--- src/rtl/fpnew_special_decode_pkg.sv ---
// Shared fpnew definitions for the binary32 operand classifier: fclass bit
// indices, format widths, the canonical NaN and the S1 decoded-field payload.
package fpnew_special_decode_pkg;

    localparam int unsigned FP32_EXP_BITS = 8;
    localparam int unsigned FP32_MAN_BITS = 23;
    localparam int unsigned CLASS_BITS    = 10;
    localparam int unsigned SNAN_CNT_W    = 16;

    // RISC-V fclass bit positions
    localparam int unsigned CLS_NEG_INF  = 0;
    localparam int unsigned CLS_NEG_NORM = 1;
    localparam int unsigned CLS_NEG_SUB  = 2;
    localparam int unsigned CLS_NEG_ZERO = 3;
    localparam int unsigned CLS_POS_ZERO = 4;
    localparam int unsigned CLS_POS_SUB  = 5;
    localparam int unsigned CLS_POS_NORM = 6;
    localparam int unsigned CLS_POS_INF  = 7;
    localparam int unsigned CLS_SNAN     = 8;
    localparam int unsigned CLS_QNAN     = 9;

    // Same value the FMA special-case path emits for invalid results
    localparam logic [31:0] CANONICAL_NAN = 32'h7FC0_0000;

    typedef struct packed {
        logic sign;
        logic exp_all_ones;
        logic exp_zero;
        logic mant_zero;
        logic mant_msb;
        logic canonical;
    } s1_fields_t;

endpackage

--- src/rtl/fpnew_pipe_reg.sv ---
// Generic valid/ready register stage with synchronous flush; ready is
// combinational from downstream so a full pipeline still streams at one per cycle.
module fpnew_pipe_reg #(
    parameter int unsigned WIDTH = 8
) (
    input  logic             clk_i,
    input  logic             rst_i,
    input  logic             flush_i,
    input  logic             in_valid_i,
    output logic             in_ready_o,
    input  logic [WIDTH-1:0] in_data_i,
    output logic             out_valid_o,
    input  logic             out_ready_i,
    output logic [WIDTH-1:0] out_data_o
);

    logic             valid_d, valid_q;
    logic [WIDTH-1:0] data_d, data_q;

    assign in_ready_o  = !valid_q || out_ready_i;
    assign out_valid_o = valid_q;
    assign out_data_o  = data_q;

    // Flush wins over any load; a stalled stage keeps its contents
    always_comb begin
        valid_d = valid_q;
        data_d  = data_q;
        if (flush_i) begin
            valid_d = 1'b0;
        end else if (in_ready_o) begin
            valid_d = in_valid_i;
            if (in_valid_i) begin
                data_d = in_data_i;
            end
        end
    end

    always_ff @(posedge clk_i or posedge rst_i) begin
        if (rst_i) begin
            valid_q <= 1'b0;
            data_q  <= '0;
        end else begin
            valid_q <= valid_d;
            data_q  <= data_d;
        end
    end

endmodule

--- src/rtl/fpnew_special_decode.sv ---
// Two-stage binary32 operand classifier (fclass mask, canonical NaN, sNaN flag).
// Define FPNEW_SPECIAL_DECODE_SNAN_COUNT_EN to build the saturating sNaN counter.
module fpnew_special_decode
    import fpnew_special_decode_pkg::*;
#(
    parameter int unsigned EXP_BITS  = FP32_EXP_BITS,
    parameter int unsigned MAN_BITS  = FP32_MAN_BITS,
    parameter int unsigned TAG_WIDTH = 4
) (
    input  logic                        clk_i,
    input  logic                        rst_i,
    input  logic                        flush_i,
    input  logic                        in_valid_i,
    output logic                        in_ready_o,
    input  logic [EXP_BITS+MAN_BITS:0]  operand_i,
    input  logic [TAG_WIDTH-1:0]        tag_i,
    output logic                        out_valid_o,
    input  logic                        out_ready_i,
    output logic [CLASS_BITS-1:0]       class_o,
    output logic                        canonical_nan_o,
    output logic                        nv_o,
    output logic [TAG_WIDTH-1:0]        tag_o,
    output logic [SNAN_CNT_W-1:0]       snan_count_o
);

    localparam int unsigned FP_W = 1 + EXP_BITS + MAN_BITS;
    localparam int unsigned S1_W = $bits(s1_fields_t) + TAG_WIDTH;
    localparam int unsigned S2_W = CLASS_BITS + 2 + TAG_WIDTH;
    localparam logic [MAN_BITS-1:0] QNAN_MANT = MAN_BITS'(1) << (MAN_BITS - 1);

    s1_fields_t            dec_c;
    s1_fields_t            s1_f;
    logic [TAG_WIDTH-1:0]  s1_tag;
    logic [S1_W-1:0]       s1_data;
    logic                  s1_valid;
    logic                  s2_ready;
    logic [CLASS_BITS-1:0] class_c;
    logic                  nan_c;
    logic [S2_W-1:0]       s2_data;

    // Field extraction feeding S1
    always_comb begin
        dec_c              = '0;
        dec_c.sign         = operand_i[FP_W-1];
        dec_c.exp_all_ones = &operand_i[MAN_BITS +: EXP_BITS];
        dec_c.exp_zero     = ~|operand_i[MAN_BITS +: EXP_BITS];
        dec_c.mant_zero    = ~|operand_i[MAN_BITS-1:0];
        dec_c.mant_msb     = operand_i[MAN_BITS-1];
        dec_c.canonical    = !operand_i[FP_W-1] && dec_c.exp_all_ones
                             && (operand_i[MAN_BITS-1:0] == QNAN_MANT);
    end

    fpnew_pipe_reg #(.WIDTH(S1_W)) u_s1 (
        .clk_i       (clk_i),
        .rst_i       (rst_i),
        .flush_i     (flush_i),
        .in_valid_i  (in_valid_i),
        .in_ready_o  (in_ready_o),
        .in_data_i   ({dec_c, tag_i}),
        .out_valid_o (s1_valid),
        .out_ready_i (s2_ready),
        .out_data_o  (s1_data)
    );

    assign {s1_f, s1_tag} = s1_data;

    // One-hot class from the S1 fields; NaNs ignore the sign
    always_comb begin
        class_c = '0;
        nan_c   = s1_f.exp_all_ones && !s1_f.mant_zero;
        if (nan_c) begin
            class_c[CLS_QNAN] = s1_f.mant_msb;
            class_c[CLS_SNAN] = !s1_f.mant_msb;
        end else if (s1_f.exp_all_ones) begin
            class_c[CLS_NEG_INF] = s1_f.sign;
            class_c[CLS_POS_INF] = !s1_f.sign;
        end else if (s1_f.exp_zero && s1_f.mant_zero) begin
            class_c[CLS_NEG_ZERO] = s1_f.sign;
            class_c[CLS_POS_ZERO] = !s1_f.sign;
        end else if (s1_f.exp_zero) begin
            class_c[CLS_NEG_SUB] = s1_f.sign;
            class_c[CLS_POS_SUB] = !s1_f.sign;
        end else begin
            class_c[CLS_NEG_NORM] = s1_f.sign;
            class_c[CLS_POS_NORM] = !s1_f.sign;
        end
    end

    fpnew_pipe_reg #(.WIDTH(S2_W)) u_s2 (
        .clk_i       (clk_i),
        .rst_i       (rst_i),
        .flush_i     (flush_i),
        .in_valid_i  (s1_valid),
        .in_ready_o  (s2_ready),
        .in_data_i   ({class_c, s1_f.canonical, class_c[CLS_SNAN], s1_tag}),
        .out_valid_o (out_valid_o),
        .out_ready_i (out_ready_i),
        .out_data_o  (s2_data)
    );

    assign {class_o, canonical_nan_o, nv_o, tag_o} = s2_data;

`ifdef FPNEW_SPECIAL_DECODE_SNAN_COUNT_EN
    logic [SNAN_CNT_W-1:0] snan_count_d, snan_count_q;

    // Counts delivered sNaN results, saturating; flush does not clear it
    always_comb begin
        snan_count_d = snan_count_q;
        if (out_valid_o && out_ready_i && nv_o && !(&snan_count_q)) begin
            snan_count_d = snan_count_q + SNAN_CNT_W'(1);
        end
    end

    always_ff @(posedge clk_i or posedge rst_i) begin
        if (rst_i) begin
            snan_count_q <= '0;
        end else begin
            snan_count_q <= snan_count_d;
        end
    end

    assign snan_count_o = snan_count_q;
`else
    assign snan_count_o = 16'h0000;
`endif

endmodule

--- config.mk ---
export PLATFORM = sky130hd
export DESIGN_NAME = fpnew_special_decode
export DESIGN_NICKNAME = d
export VERILOG_FILES = /design/src/rtl/fpnew_special_decode_pkg.sv /design/src/rtl/fpnew_pipe_reg.sv /design/src/rtl/fpnew_special_decode.sv
export SDC_FILE = /design/constraint.sdc
export NUM_CORES = 1
export LEC_CHECK = 0
export ABC_AREA = 1
export CAP_MARGIN = 20
export CORE_MARGIN = 3
export CORE_UTILIZATION = 36
export DETAILED_ROUTE_END_ITERATION = 7
export GPL_TIMING_DRIVEN = 0
export PLACE_DENSITY = 0.79
export SYNTH_ARGS = -nofsm -noshare
export SYNTH_HDL_FRONTEND = slang
export SYNTH_HIERARCHICAL = 1
export SYNTH_SLANG_ARGS = --single-unit
export TNS_END_PERCENT = 100
--- constraint.sdc ---
create_clock -name clk_i -period 1.1 [get_ports clk_i]
set_input_delay 0.22 -clock clk_i [delete_from_list [all_inputs] [get_ports clk_i]]
set_output_delay 0.22 -clock clk_i [all_outputs]
set_load 0.02 [all_outputs]
# == After elaboration in Yosys (flattened, before gate mapping) ==
# Index checks and enable logic that the tools add are counted.
# W data, S select, Z words.
# word_totals
n_memories,0
elab_cells,43
latch_bits,0
ram_bits,0
input_bits,41
regBits,28
rom_bits,0
out_inout_bits,34
# classes
div_mod_pow,0
eq_ne,1
bitwise,1
order_cmp,0
mul,0
add_sub_neg,0
shifts,0
muxes,16
n_reduce_logical,21
# op_table
operator,n
$eq A23 B23 Y1 const B,1
$reduce_or A23 Y1,1
$mux W1,10
$logic_not A1 Y1,8
$mux W2,4
$mux W8,1
$reduce_and A8 Y1,1
$reduce_or A8 Y1,1
$mux W6,1
$reduce_and A3 Y1,2
$logic_and A1 B1 Y1,4
$reduce_bool A2 Y1,2
$logic_or A1 B1 Y1,2
$not A1 Y1,1

# == Longest topological paths before layout ==
# depth
depth_word,5
mapped_depth,8
depth_no_buf,8

# == Hierarchy ==
# Netlist, hierarchy kept.
# by_module_without_submodules
module,cells_each,instances,area_per_inst_um2,seq_area_each_um2
fpnew_pipe_reg (u_s2),75,1,696.9,425.4
fpnew_pipe_reg (u_s1),50,1,457.9,275.3
fpnew_special_decode,75,1,365.4,0.0

# == Least setup slack after synthesis ==
# OpenSTA, ideal clock, no wires.
# synth_timing
path_kind,register to output
start,reg u_s2.valid_q (netlist: u_s2/out_valid_o)
end,out in_ready_o
stages_incl_launch_ff,6
path_slack_ns,-0.219
arrival_ns,1.099
path_buffers,2
required_ns,0.880
cell_sequence,dfrtp_1 -> nand2_2 -> buf_4 -> inv_1 -> nand2_2 -> buf_6
# synth_via
elab_chain_cells,3
# synth_rtl
element,line_no,rtl
"start, declared",fpnew_pipe_reg.sv:17,"logic valid_d, valid_q;"
"start signal, assigned",fpnew_pipe_reg.sv:43,valid_q <= valid_d;
$logic_not A1 Y1,fpnew_pipe_reg.sv:20,assign in_ready_o = !valid_q || out_ready_i;
$logic_or A1 B1 Y1,fpnew_pipe_reg.sv:20,
via s2_ready,fpnew_special_decode.sv:36,logic s2_ready;
$logic_or A1 B1 Y1,fpnew_pipe_reg.sv:20,
"end, declared",fpnew_special_decode.sv:14,"output logic in_ready_o,"
# The timed path passes the listed nets, and every way through them passes these cells.

# == Final worst setup path ==
# Ends and elaborated chain as after synthesis.

==> results.md <==
- Run status: complete, but fails checks
- Failing checks: setup timing
- GP Congestion: 0.855
- CTS Buf Count: 3
- RSZ-0062 raised after global routing: yes
- Via count of the first global-routing pass: 1424
- Skew final: 0.00129 ns
- Placed Cells: ~320
- Final setup violation count: 23
- WL/cell: 10.7 um
- Starting DRC count in detailed routing: 79
- Detailed Place HPWL: ~2700 um
- Ys Warns: 6
- HP Class: in2async
- Antenna violations before repair: 0
- Period utilization: 1.26
- Slew Viols, Final: 0
- Fin cells: roughly 330
- R2R setup slack: -0.16 ns
- Initial core utilization: 0.394
- Mean Syn Cell Area: 7.60 um^2
- Post-synthesis sequential area ratio: 0.461
- Setup TNS: -1.92 ns
- Total power: 2550 uW
- Die area: 5040 um^2
- Area occupied by multi-input gates: 744 um^2
- Area Overhead vs Synth: 58.4%
- Hold buffer count at cts: 0
- Peak Freq: 721 MHz
- Area taken by flip-flops and latches: around 700 um^2
- Slew HR: 0.572
- Pre-Repair DR Iteration Count: 5
- Worst Setup EP: in_ready_o
- Final WL: 3580 um
- Worst r2r src: u_s2/out_valid_o
- Clock Path Buffers: 2
- Worst-Margin Slew: 0.641 ns
- Worst Hold Slack: roughly 0.26 ns
- Min cycle time layout: 1.39 ns
- Core Region: around 3900 um^2
- R2R depth: 9
- Max Cap Violations: 0
- Worst Path Arrival: 1.17 ns
- Die height: 71.0 um
- Via density: 4.44
- H-tree depth: 1
- FP Rows: 22
- Largest net degree at the start of global routing: 18
- Critical path class: reg2out
- Share of layout cells above drive strength 1: 0.283
- Remaining global-route overflow: 0
- CTS root buf: clkbuf_8
- Required @ worst endpoint: 0.88 ns
- Total track usage: 0.135
- CP Capture Type: primary output
- # port buffers: 58
- Final #Nets: 328
- Startpoint Class: flop
- Yosys cell types: 18
- Synth Register Bits: 28
- Detailed-route via count: 1484
- Place WS: -0.992 ns
- CTS tree: yes
- Detail Route Antenna Nets: 0
- # IOs: 75
- Worst Path Max Fanout: 3
- Fillers: 345
- Worst reg2reg endpoint: u_s1/out_data_o[7]
- Clock Sinks: 28
- Residual DRC: 0
- Reg clk slew, reported paths: around 0.090 ns
- Die Wd: roughly 71 um
- Setup ws final: -0.287 ns
- Clock latency on the worst-skew pair: 0.27 ns
- First-pass GRT wire length: about 5700 um
- Synth Instances: 200
- Power Density: 1060 nW/um^2
- CP Launch Point: u_s2/out_valid_o
- Mapped cell area: 1520 um^2
- Final hold viol count: 0
- Peak VDD IR: 0.505 mV
- ANT cells: 0
- Pleak: around 0.0013 uW
==> logic make-up after synthesis <==
group,count (synthesis),share of synthesized area
buffers and inverters,35,0.146
AO/OA/AOI/OAI,2,0.00658
flip-flops,28,0.461
other,1,0.00247
AND/OR/NAND/NOR,134,0.384
==> what timing repair did <==
action                                  CTS  global route
gates resized for setup                  77            20
setup buffers                             5             4
endpoints found under the setup margin   39            24
pin swaps                                 2             5
gates cloned                              0             1
hold endpoints to repair                  0             0
==> Yosys cell counts <==
cell type | number | area [um^2]
buf_6 | 3 | 33.8
nand4_1 | 1 | 6.26
nor3_1 | 5 | 25.0
nor3b_1 | 1 | 7.51
nor2_1 | 25 | 93.8
nor2_2 | 2 | 12.5
nand2_1 | 68 | 255
nand2_2 | 3 | 18.8
inv_2 | 2 | 7.51
nand3_1 | 26 | 130
buf_4 | 18 | 135
nor2_4 | 1 | 11.3
inv_1 | 12 | 45.0
nand4_2 | 1 | 12.5
nand2_4 | 1 | 11.3
dfrtp_1 | 28 | 701
a21oi_1 | 2 | 10.0
conb_1 | 1 | 3.75
==> cell usage in the layout (no fill, tap or decap), types with 5 or more instances in the layout <==
cell type        count
nand2_1             63
clkdlybuf4s50_1     38
dfrtp_1             26
nor2_1              25
buf_4               23
nand3_1             18
conb_1              16
buf_2               16
inv_1               10
nand3_2              8
nand2_2              5
==> worst max-delay path, stage by stage, from the launching register on <==
cell and delay, ns:
dfrtp_2 0.39, nand2_4 0.06, buf_8 0.12, inv_4 0.05, nand2_4 0.05, buf_8 0.12, buf_6 0.12
==> per-stage QoR <==
| step | area [um^2] | utilization |
|---|---|---|
| 3_3_place_gp | 2240 | 0.581 |
| 4_1_cts | 2280 | 0.591 |
| 3_5_place_dp | 2240 | 0.581 |
| 2_1_floorplan | 1600 | - |
| 5_1_grt | 2410 | 0.625 |
| 6_report | 2410 | 0.625 |
==> state kept, by name (all words and copies together) (netlist names) <==
register          cells
u_s2/out_data_o      16
u_s1/out_data_o      10
u_s1/out_valid_o      1
u_s2/out_valid_o      1
==> final cells by class <==
cell class,count,share of cell area
Clock inverter,1,0.0125
Tap cell,48,0.0249
Sequential cell,28,0.292
Inverter,14,0.0229
Buffer,21,0.0748
Multi-Input combinational cell,152,0.309
Clock buffer,3,0.0171
Timing Repair Buffer,67,0.247
==> metal layers <==
metal  wire, um  vias to the layer above  GRT usage  share of wire
li1           -                      762          -              -
met1       1440                      658      0.156           0.40
met2       1820                       64      0.246           0.51
met3        309                        0     0.0341          0.086
met4          0                        0     0.0376              0
met5          0                        -          0              0
==> how the worst min path moves through the flow <==
stage,slack (ns),depth (start not counted),start,endpoint
after floorplan,0.07,1,rst_i,u_s1/out_data_o[0]
after global placement,0.45,2,u_s2/out_data_o[13],u_s2/out_data_o[13]
after detailed placement,0.46,2,u_s2/out_data_o[8],u_s2/out_data_o[8]
after CTS,0.28,2,rst_i,u_s1/out_data_o[3]
after global routing,0.30,2,rst_i,u_s1/out_data_o[2]
final,0.26,2,rst_i,u_s1/out_data_o[3]
==> power by group <==
part           leakage [uW]  switching (uW)  internal, uW
clock             0.0000357             311           487
combinational      0.000871             311           283
sequential         0.000370            48.2          1110
No activity file was read; power rests on OpenSTA's default activity.
